File: src/rtl/fnd_scan_ctrl.sv
// fnd_scan_ctrl
//   N-digit multiplexed 7-segment scan controller. Snapshots the digit codes
//   and masks once per frame, scans one digit at a time onto a shared segment
//   bus, keeps all commons off for a few cycles after each switch to avoid
//   ghosting, and supports leading-zero suppression and a hex glyph mode.
//
// Ports
//   clk         system clock, rising edge
//   reset       synchronous active-high reset
//   digit_in    packed 4-bit codes, digit i at [4i+3:4i], digit 0 rightmost
//   dp_in       per-digit decimal point request
//   blank_in    per-digit forced blank
//   lz_en       leading-zero suppression enable
//   hex_mode    1: A-F render as hex letters; 0: A-D dash, E blank, F dp-only
//   fnd_com     one-hot digit select (active-low when ACTIVE_LOW=1)
//   fnd_data    {dp,g,f,e,d,c,b,a} (active-low when ACTIVE_LOW=1)
//   frame_tick  one-cycle pulse in the first cycle a new snapshot is shown
module fnd_scan_ctrl #(
    parameter int NUM_DIGITS = 4,
    parameter int CLK_HZ     = 100_000_000,
    parameter int SCAN_HZ    = 1000,
    parameter int BLANK_CYC  = 2,
    parameter int ACTIVE_LOW = 1
) (
    input  logic                    clk,
    input  logic                    reset,
    input  logic [4*NUM_DIGITS-1:0] digit_in,
    input  logic [NUM_DIGITS-1:0]   dp_in,
    input  logic [NUM_DIGITS-1:0]   blank_in,
    input  logic                    lz_en,
    input  logic                    hex_mode,
    output logic [NUM_DIGITS-1:0]   fnd_com,
    output logic [7:0]              fnd_data,
    output logic                    frame_tick
);

    localparam int DIV = CLK_HZ / SCAN_HZ;
    localparam int PW  = (DIV > 1) ? $clog2(DIV) : 1;
    localparam int IW  = $clog2(NUM_DIGITS);
    localparam int BW  = $clog2(BLANK_CYC + 1) + 1;

    localparam logic [PW-1:0]         PSC_LAST   = PW'(DIV - 1);
    localparam logic [IW-1:0]         IDX_LAST   = IW'(NUM_DIGITS - 1);
    localparam logic [BW-1:0]         BLANK_LOAD = BW'(BLANK_CYC);
    localparam logic [NUM_DIGITS-1:0] COM_OFF    = (ACTIVE_LOW != 0) ? '1 : '0;
    localparam logic [7:0]            DATA_OFF   = (ACTIVE_LOW != 0) ? 8'hFF : 8'h00;

    generate
        if (DIV < BLANK_CYC + 2) begin : g_bad_div
            $error("fnd_scan_ctrl: CLK_HZ/SCAN_HZ must be >= BLANK_CYC+2");
        end
        if (NUM_DIGITS < 2 || NUM_DIGITS > 8) begin : g_bad_digits
            $error("fnd_scan_ctrl: NUM_DIGITS must be in 2..8");
        end
    endgenerate

    logic [PW-1:0]           psc_reg;
    logic [IW-1:0]           idx_reg;
    logic [BW-1:0]           bcnt_reg;
    logic                    load_pending_reg;
    logic [4*NUM_DIGITS-1:0] sh_digit_reg;
    logic [NUM_DIGITS-1:0]   sh_dp_reg;
    logic [NUM_DIGITS-1:0]   sh_blank_reg;
    logic                    sh_lz_reg;
    logic                    sh_hex_reg;
    logic                    wrap_reg;
    logic                    frame_tick_reg;
    logic [NUM_DIGITS-1:0]   com_reg;
    logic [7:0]              data_reg;

    logic                    tick;
    logic                    wrap;
    logic [NUM_DIGITS-1:0]   is_zero;
    logic [NUM_DIGITS-1:0]   supp_vec;
    logic                    lz_run;
    logic [3:0]              cur_code;
    logic                    cur_supp;
    logic [7:0]              glyph_al;
    logic [NUM_DIGITS-1:0]   onehot;
    logic [NUM_DIGITS-1:0]   com_next;
    logic [7:0]              data_next;

    assign tick = (psc_reg == PSC_LAST);
    assign wrap = tick && (idx_reg == IDX_LAST);

    // A digit is a suppression candidate when it shows a plain zero.
    genvar gi;
    generate
        for (gi = 0; gi < NUM_DIGITS; gi++) begin : g_zero
            assign is_zero[gi] = (sh_digit_reg[4*gi +: 4] == 4'd0) && !sh_dp_reg[gi];
        end
    endgenerate

    // Suppression runs from the top digit down and stops at the first
    // non-candidate; digit 0 is never part of the run.
    always_comb begin
        supp_vec = '0;
        lz_run   = sh_lz_reg;
        for (int i = NUM_DIGITS - 1; i >= 1; i--) begin
            lz_run      = lz_run && is_zero[i];
            supp_vec[i] = lz_run;
        end
    end

    // Active-low glyph table, bit7 = dp.
    function automatic logic [7:0] glyph(input logic [3:0] code, input logic hex);
        logic [7:0] g;
        case (code)
            4'h0:    g = 8'hC0;
            4'h1:    g = 8'hF9;
            4'h2:    g = 8'hA4;
            4'h3:    g = 8'hB0;
            4'h4:    g = 8'h99;
            4'h5:    g = 8'h92;
            4'h6:    g = 8'h82;
            4'h7:    g = 8'hF8;
            4'h8:    g = 8'h80;
            4'h9:    g = 8'h90;
            4'hA:    g = hex ? 8'h88 : 8'hBF;
            4'hB:    g = hex ? 8'h83 : 8'hBF;
            4'hC:    g = hex ? 8'hC6 : 8'hBF;
            4'hD:    g = hex ? 8'hA1 : 8'hBF;
            4'hE:    g = hex ? 8'h86 : 8'hFF;
            default: g = hex ? 8'h8E : 8'h7F;
        endcase
        return g;
    endfunction

    always_comb begin
        cur_code = sh_digit_reg[4*idx_reg +: 4];
        cur_supp = supp_vec[idx_reg];
        glyph_al = 8'hFF;
        if (!(sh_blank_reg[idx_reg] || cur_supp)) begin
            glyph_al = glyph(cur_code, sh_hex_reg);
        end
        if (sh_dp_reg[idx_reg]) begin
            glyph_al[7] = 1'b0;
        end

        onehot          = '0;
        onehot[idx_reg] = 1'b1;

        // Commons stay dark while the blanking counter runs; the segment
        // bus already carries the new digit so it settles before lighting.
        com_next  = (bcnt_reg != '0) ? COM_OFF : (COM_OFF ^ onehot);
        data_next = (ACTIVE_LOW != 0) ? glyph_al : ~glyph_al;
    end

    always_ff @(posedge clk) begin
        if (reset) begin
            psc_reg          <= '0;
            idx_reg          <= '0;
            bcnt_reg         <= BLANK_LOAD;
            load_pending_reg <= 1'b1;
            sh_digit_reg     <= '0;
            sh_dp_reg        <= '0;
            sh_blank_reg     <= '0;
            sh_lz_reg        <= 1'b0;
            sh_hex_reg       <= 1'b0;
            wrap_reg         <= 1'b0;
            frame_tick_reg   <= 1'b0;
            com_reg          <= COM_OFF;
            data_reg         <= DATA_OFF;
        end else begin
            psc_reg <= tick ? '0 : psc_reg + 1'b1;
            if (tick) begin
                idx_reg <= wrap ? '0 : idx_reg + 1'b1;
            end
            if (tick) begin
                bcnt_reg <= BLANK_LOAD;
            end else if (bcnt_reg != '0) begin
                bcnt_reg <= bcnt_reg - 1'b1;
            end

            load_pending_reg <= 1'b0;
            if (load_pending_reg || wrap) begin
                sh_digit_reg <= digit_in;
                sh_dp_reg    <= dp_in;
                sh_blank_reg <= blank_in;
                sh_lz_reg    <= lz_en;
                sh_hex_reg   <= hex_mode;
            end

            // Delayed one extra cycle so the pulse lines up with the first
            // output cycle rendered from the freshly loaded snapshot.
            wrap_reg       <= wrap;
            frame_tick_reg <= wrap_reg;

            com_reg  <= com_next;
            data_reg <= data_next;
        end
    end

    assign fnd_com    = com_reg;
    assign fnd_data   = data_reg;
    assign frame_tick = frame_tick_reg;

endmodule

File: config.mk
export PLATFORM = sky130hd
export DESIGN_NAME = fnd_scan_ctrl
export DESIGN_NICKNAME = d
export VERILOG_FILES = /design/src/rtl/fnd_scan_ctrl.sv
export SDC_FILE = /design/constraint.sdc
export NUM_CORES = 1
export LEC_CHECK = 0
export CORE_UTILIZATION = 45
export DETAILED_ROUTE_END_ITERATION = 16
export PLACE_DENSITY_LB_ADDON = 0.12
export SLEW_MARGIN = 15
export SYNTH_ARGS = -nofsm -noshare
export SYNTH_HDL_FRONTEND = slang
export SYNTH_SLANG_ARGS = --single-unit
File: constraint.sdc
create_clock -name clk -period 2.5 [get_ports clk]
set_input_delay 0.75 -clock clk [delete_from_list [all_inputs] [get_ports clk]]
set_output_delay 0.75 -clock clk [all_outputs]
set_load 0.02 [all_outputs]
; Yosys cells after proc, flatten, opt, wreduce, memory -nomap -nowiden
; Index checks and enable logic that the tools add are counted.
[word_totals]
regBits = 63
input_bits = 28
out_inout_bits = 13
[classes]
add_sub_neg = 3
order_cmp = 2
n_eq_ne = 16
shift = 1
muxes = 19
n_bitwise = 1
reduce_logical = 21
[op_table]
columns = cell, count
row1 = 8-bit case mux with 15 select lines, 1
row2 = "4-bit == test, second input constant", 7
row3 = "17-bit by 1-bit adder with 17-bit output, second input constant", 1
row4 = "17-bit == test, second input constant", 1
row5 = "4-bit by 3-bit == test with 1-bit output, second input constant", 4
row6 = 4-bit zero test, 4
row7 = 8-bit 2-to-1 mux, 2
row8 = 16-bit by 5-bit indexed part select with 4-bit output, 1
row9 = 7-bit 2-to-1 mux, 2
row10 = 6-bit 2-to-1 mux, 2
row11 = "4-bit by 2-bit == test with 1-bit output, second input constant", 2
row12 = 1-bit logical AND, 8
row13 = 1-bit binary-select mux with 2-bit select, 3
row14 = 1-bit 2-to-1 mux, 6
row15 = 2-bit OR reduction, 3
row16 = 5-bit 2-to-1 mux, 1
row17 = "4-bit by 1-bit == test with 1-bit output, second input constant", 1
row18 = 4-bit inverter, 1
row19 = 1-bit zero test, 3
row20 = "2-bit by 3-bit less-than comparator with 1-bit output, second input constant", 1
row21 = 3-bit nonzero test, 1
row22 = "3-bit by 1-bit subtractor with 3-bit output, second input constant", 1
row23 = "2-bit by 1-bit adder with 2-bit output, second input constant", 1
row24 = 1-bit demux with 2-bit select, 1
row25 = 4 further kinds, 5

; Longest topological paths before layout
[logic_depth]
depth_word = 10
ltp_mapped = 8
mapped_depth_nobuf = 6

; Worst setup path before layout
; No wires, ideal clock.
[synth_timing]
kind = reg-to-reg
from = reg idx_reg[0]
to = reg data_reg[5], in the netlist fnd_data[5]
setup_ns = 0.144
arrival_ns = 1.844
required_ns = 2.356
setup_slack_ns = 0.512
path_stages_with_launch = 7
path_buffers = 1
path_cell_list = dfxtp_1 > buf_4 > mux4_2 > clkinv_1 > nor2_1 > a2111oi_2 > o311ai_1
[synth_via]
elab_chain_cells = 4
word_cells_on_any_way = 23
cone_classes = eq/ne (14) / shift (1) / mux (5) / reduce/logical (3)
[synth_lines]
columns = item, line
row1 = from (decl), 58  ; logic [IW-1:0] idx_reg;
row2 = from (signal assigned), 167  ; idx_reg <= wrap ? '0 : idx_reg + 1'b1;
row3 = "parallel branches: the longest is 4 deep, another holds 16-bit by 5-bit indexed part select with 4-bit output", --
row4 = to (signal assigned), 190  ; data_reg <= data_next;
row5 = to (decl), 69  ; logic [7:0] data_reg;
; Several ways; the timed one is not identified. The select of a mux whose other input is x is not followed.
; A chain may end at the register's enable or synchronous reset.

; Worst setup path in the final report
[layout_timing]
from = reg idx_reg[0]
to = reg data_reg[6], in the netlist fnd_data[6]
; Same word-level chain as after synthesis.

==> flow_summary.ini <==
[status]
run_status = completed

[global_routing]
grt_antenna_before_repair = 0
grt-ovfl-total = 0
grt.total_usage = 0.1850
grt_first_pass_wirelength_um = 9135
largest_net_degree_at_the_start_of_global_routing = 36
first_global_vias = 1973

[clock_tree]
h-tree-depth = 3
post-cts-setup-buffers = 0
root_buffer = sky130_fd_sc_hd__clkbuf_8
clkLatencyLatePin_ps = 340
tritoncts_clock_tree = built
postCtsResizedCells = 0
clkSinkCount = 63
cts.reportedPaths.clkPinSlew_ps = 60
postCtsHoldBufs = 0
cts_max_path_buffers = 2
cts_made_buffers = 9

[sta]
period_needed_ps = 2125
drv_slew = 0
hold_viol = 0
setup-tns-final_ps = 0
tightestPinTransition_ps = 541.2
timing.slew.headroom = 0.6341
achievable-frequency_ghz = 0.4706
clock-skew-final_ps = 8.384
setup_viol = 0
rsz0062_at_grt = no
period_share = 0.8500

[final_layout]
ff_latch_area_um2 = 1261
number_of_antenna_repair_diodes = 0
syn2layout_area_growth_pct = 23.36
footprint_of_the_multi_input_gates_um2 = 1453
fill_cells = 553
finalNetCount = 370
largest_register_ff_count = 17
drive_gt1_frac = 0.1088
postLayoutCoreUtil = 0.5846

[detailed_routing]
drtIter0Drc = 64
drt.antenna.violating_nets = 0
post_detailed_route_drc_marker_count = 0
routed_wirelength_um = 5263
via_count = 2153
wl_per_cell_um = 12.68
vias_per_cell = 5.188
dr_pass1_iterations = 4

[yosys]
synthesis.area_um2 = 2839
netlist_top_cells_area = sky130_fd_sc_hd__dfxtp_1, sky130_fd_sc_hd__mux2i_1, sky130_fd_sc_hd__nor2_1
syn_avg_cell_area_um2 = 9.756
synthCells = 291
count_of_cell_types_in_the_netlist = 48
ys_ff_latch = 63
yosys_warnings = 0
synth_fp_nets = 326
area_share_of_the_leading_cell_type_in_the_synthesized_netlist = 0.4442
number_of_flops_mapped_to_enable_cells_by_yosys = 0
postSynth.topFlopCell = sky130_fd_sc_hd__dfxtp_1
synth.yosys.seq_area_share = 0.4442
yosysTopAreaCell = sky130_fd_sc_hd__dfxtp_1
ys_async_sr_fraction = 0

[floorplan]
rows = 28
die_h_um = 81.43
initial_core_util = 0.4739
num_ports = 41
die_area_um2 = 6631
placeableCoreArea_um2 = 5991
chipWidth_um = 81.43

[power_and_ir_drop]
power.share.switching = 0.2513
power_mw = 2.283
power.share.clock = 0.370
cell_internal_pwr_mw = 1.709
power.share.combinational = 0.144
vdd_drop_max_uv = 397.2
pwr-share-seq = 0.486
static-leakage-power_nw = 1.380
power.switching_mw = 0.5738
power_density_nw_per_um2 = 651.9

[critical_path]
crit_slowest_cell = sky130_fd_sc_hd__mux4_2
criticalPathCategory = reg -> reg
crit_fanout = 6
cp-end-kind = register
start_kind = register
critPathMaxStageDelay_ps = 590
worst_endpoint_data_arrival_time_ps = 2310
critical_path.cell_chain = mux4_2 > a311o_1 > nor2_1 > o221ai_1
crit_required_ps = 2690

[min_path]
min_path_type = reg -> reg

[place]
place.detailed.hpwl_um = 3713
portBuffers = 40
gp_routability_congestion = 0.8589

[flow_run]
drv.max_cap_violation_count = 0
-- Yosys cell counts (2+ instances only) --
library cell               number
sky130_fd_sc_hd__nand2_1       17
sky130_fd_sc_hd__xnor2_1        8
sky130_fd_sc_hd__or4b_2         2
sky130_fd_sc_hd__mux4_2         6
sky130_fd_sc_hd__dfxtp_1       63
sky130_fd_sc_hd__and3_1         4
sky130_fd_sc_hd__o21ai_0        2
sky130_fd_sc_hd__xor2_1         8
sky130_fd_sc_hd__nor3_1         5
sky130_fd_sc_hd__or2_2          2
sky130_fd_sc_hd__buf_6          3
sky130_fd_sc_hd__buf_12         2
sky130_fd_sc_hd__inv_1          6
sky130_fd_sc_hd__nand3_1        8
sky130_fd_sc_hd__nor2b_1        5
sky130_fd_sc_hd__clkbuf_1       7
sky130_fd_sc_hd__nand2b_1       3
sky130_fd_sc_hd__or3_1          2
sky130_fd_sc_hd__mux2i_1       29
sky130_fd_sc_hd__o22ai_1        2
sky130_fd_sc_hd__buf_2          2
sky130_fd_sc_hd__nand4_1        6
sky130_fd_sc_hd__a21oi_1        5
sky130_fd_sc_hd__ha_1           7
sky130_fd_sc_hd__nor2_1        62
sky130_fd_sc_hd__o211ai_1       3
-- layout make-up --
cell class,count,area share
inverters,7,0.007503
repair buffers,48,0.1350
flip-flops and latches,63,0.3601
well taps,75,0.02680
clock buffers,14,0.05216
multi-input cells,206,0.4148
clock inverters,2,0.003573
-- through the flow --
stage	worst slack, ps	cell area (µm²)	hold slack, ps	std cells
4_1_cts	360.5	3502	469.8	415
5_1_grt	221.2	3502	480.3	415
6_report	374.9	3502	464.8	415
2_1_floorplan	512.3	2839	413.8	291
3_3_place_gp	292.9	3307	446.0	399
3_5_place_dp	272.9	3307	455.2	399
-- metal layers --
metal  global-route usage  vias up  part of all wire
li1                     -     1097                 -
met2               0.2508       44              0.41
met3              0.05333        8             0.039
met4              0.08571        0             0.018
met5                    0        -                 0
met1               0.2671     1004              0.53
-- final timing paths --
kind / cells after the start / slack (ps) / end / from
setup reg to reg: 4 / 370 / fnd_data[6]$_SDFF_PP1_ / idx_reg[0]$_SDFFE_PP0P_
hold reg to reg: 1 / 460 / psc_reg[0]$_SDFF_PP0_ / psc_reg[0]$_SDFF_PP0_
setup / recovery: 4 / 370 / fnd_data[6]$_SDFF_PP1_ / idx_reg[0]$_SDFFE_PP0P_
hold / removal: 1 / 460 / psc_reg[0]$_SDFF_PP0_ / psc_reg[0]$_SDFF_PP0_
-- worst max-delay path, delay by kind of cell (launching register included) --
family,cells,cell delay (ps)
simple gates,1,310
mux,1,590
compound gates,2,570
flops,1,500
-- cells by family (layout without fill, tap and decap cells) --
group           count (synthesis)  count (layout)  synth area share
simple gates                  125             125            0.2142
fa+ha+maj                       7               7           0.03085
buf+inv                        22              71           0.05068
xor+xnor                       16              16           0.04936
mux                            35              35            0.1498
compound gates                 23              23           0.06082
flops                          63              63            0.4442
-- power groups by stage --
stage                     registers [mW]  logic (mW)  clock network (mW)
after floorplan                     1.14       0.208                   0
after global placement              1.13       0.328                   0
after detailed placement            1.13       0.331                   0
after CTS                           1.11       0.332               0.878
after global routing                1.12       0.373               0.922
final                               1.11       0.329               0.845
-- placed cells by master, fill, tap and decap left out, types with 3 or more instances in the layout --
master,n
sky130_fd_sc_hd__nor2b_1,5
sky130_fd_sc_hd__ha_1,7
sky130_fd_sc_hd__nor2_1,62
sky130_fd_sc_hd__nand2_1,17
sky130_fd_sc_hd__nand3_1,8
sky130_fd_sc_hd__o211ai_1,3
sky130_fd_sc_hd__nand2b_1,3
sky130_fd_sc_hd__buf_4,7
sky130_fd_sc_hd__nor3_1,5
sky130_fd_sc_hd__and3_1,4
sky130_fd_sc_hd__mux2i_1,29
sky130_fd_sc_hd__inv_1,6
sky130_fd_sc_hd__clkdlybuf4s50_1,40
sky130_fd_sc_hd__nand4_1,6
sky130_fd_sc_hd__mux4_2,6
sky130_fd_sc_hd__xnor2_1,8
sky130_fd_sc_hd__xor2_1,8
sky130_fd_sc_hd__a21oi_1,5
sky130_fd_sc_hd__clkbuf_8,13
sky130_fd_sc_hd__dfxtp_1,63
Power figures use the tool's default switching activity.
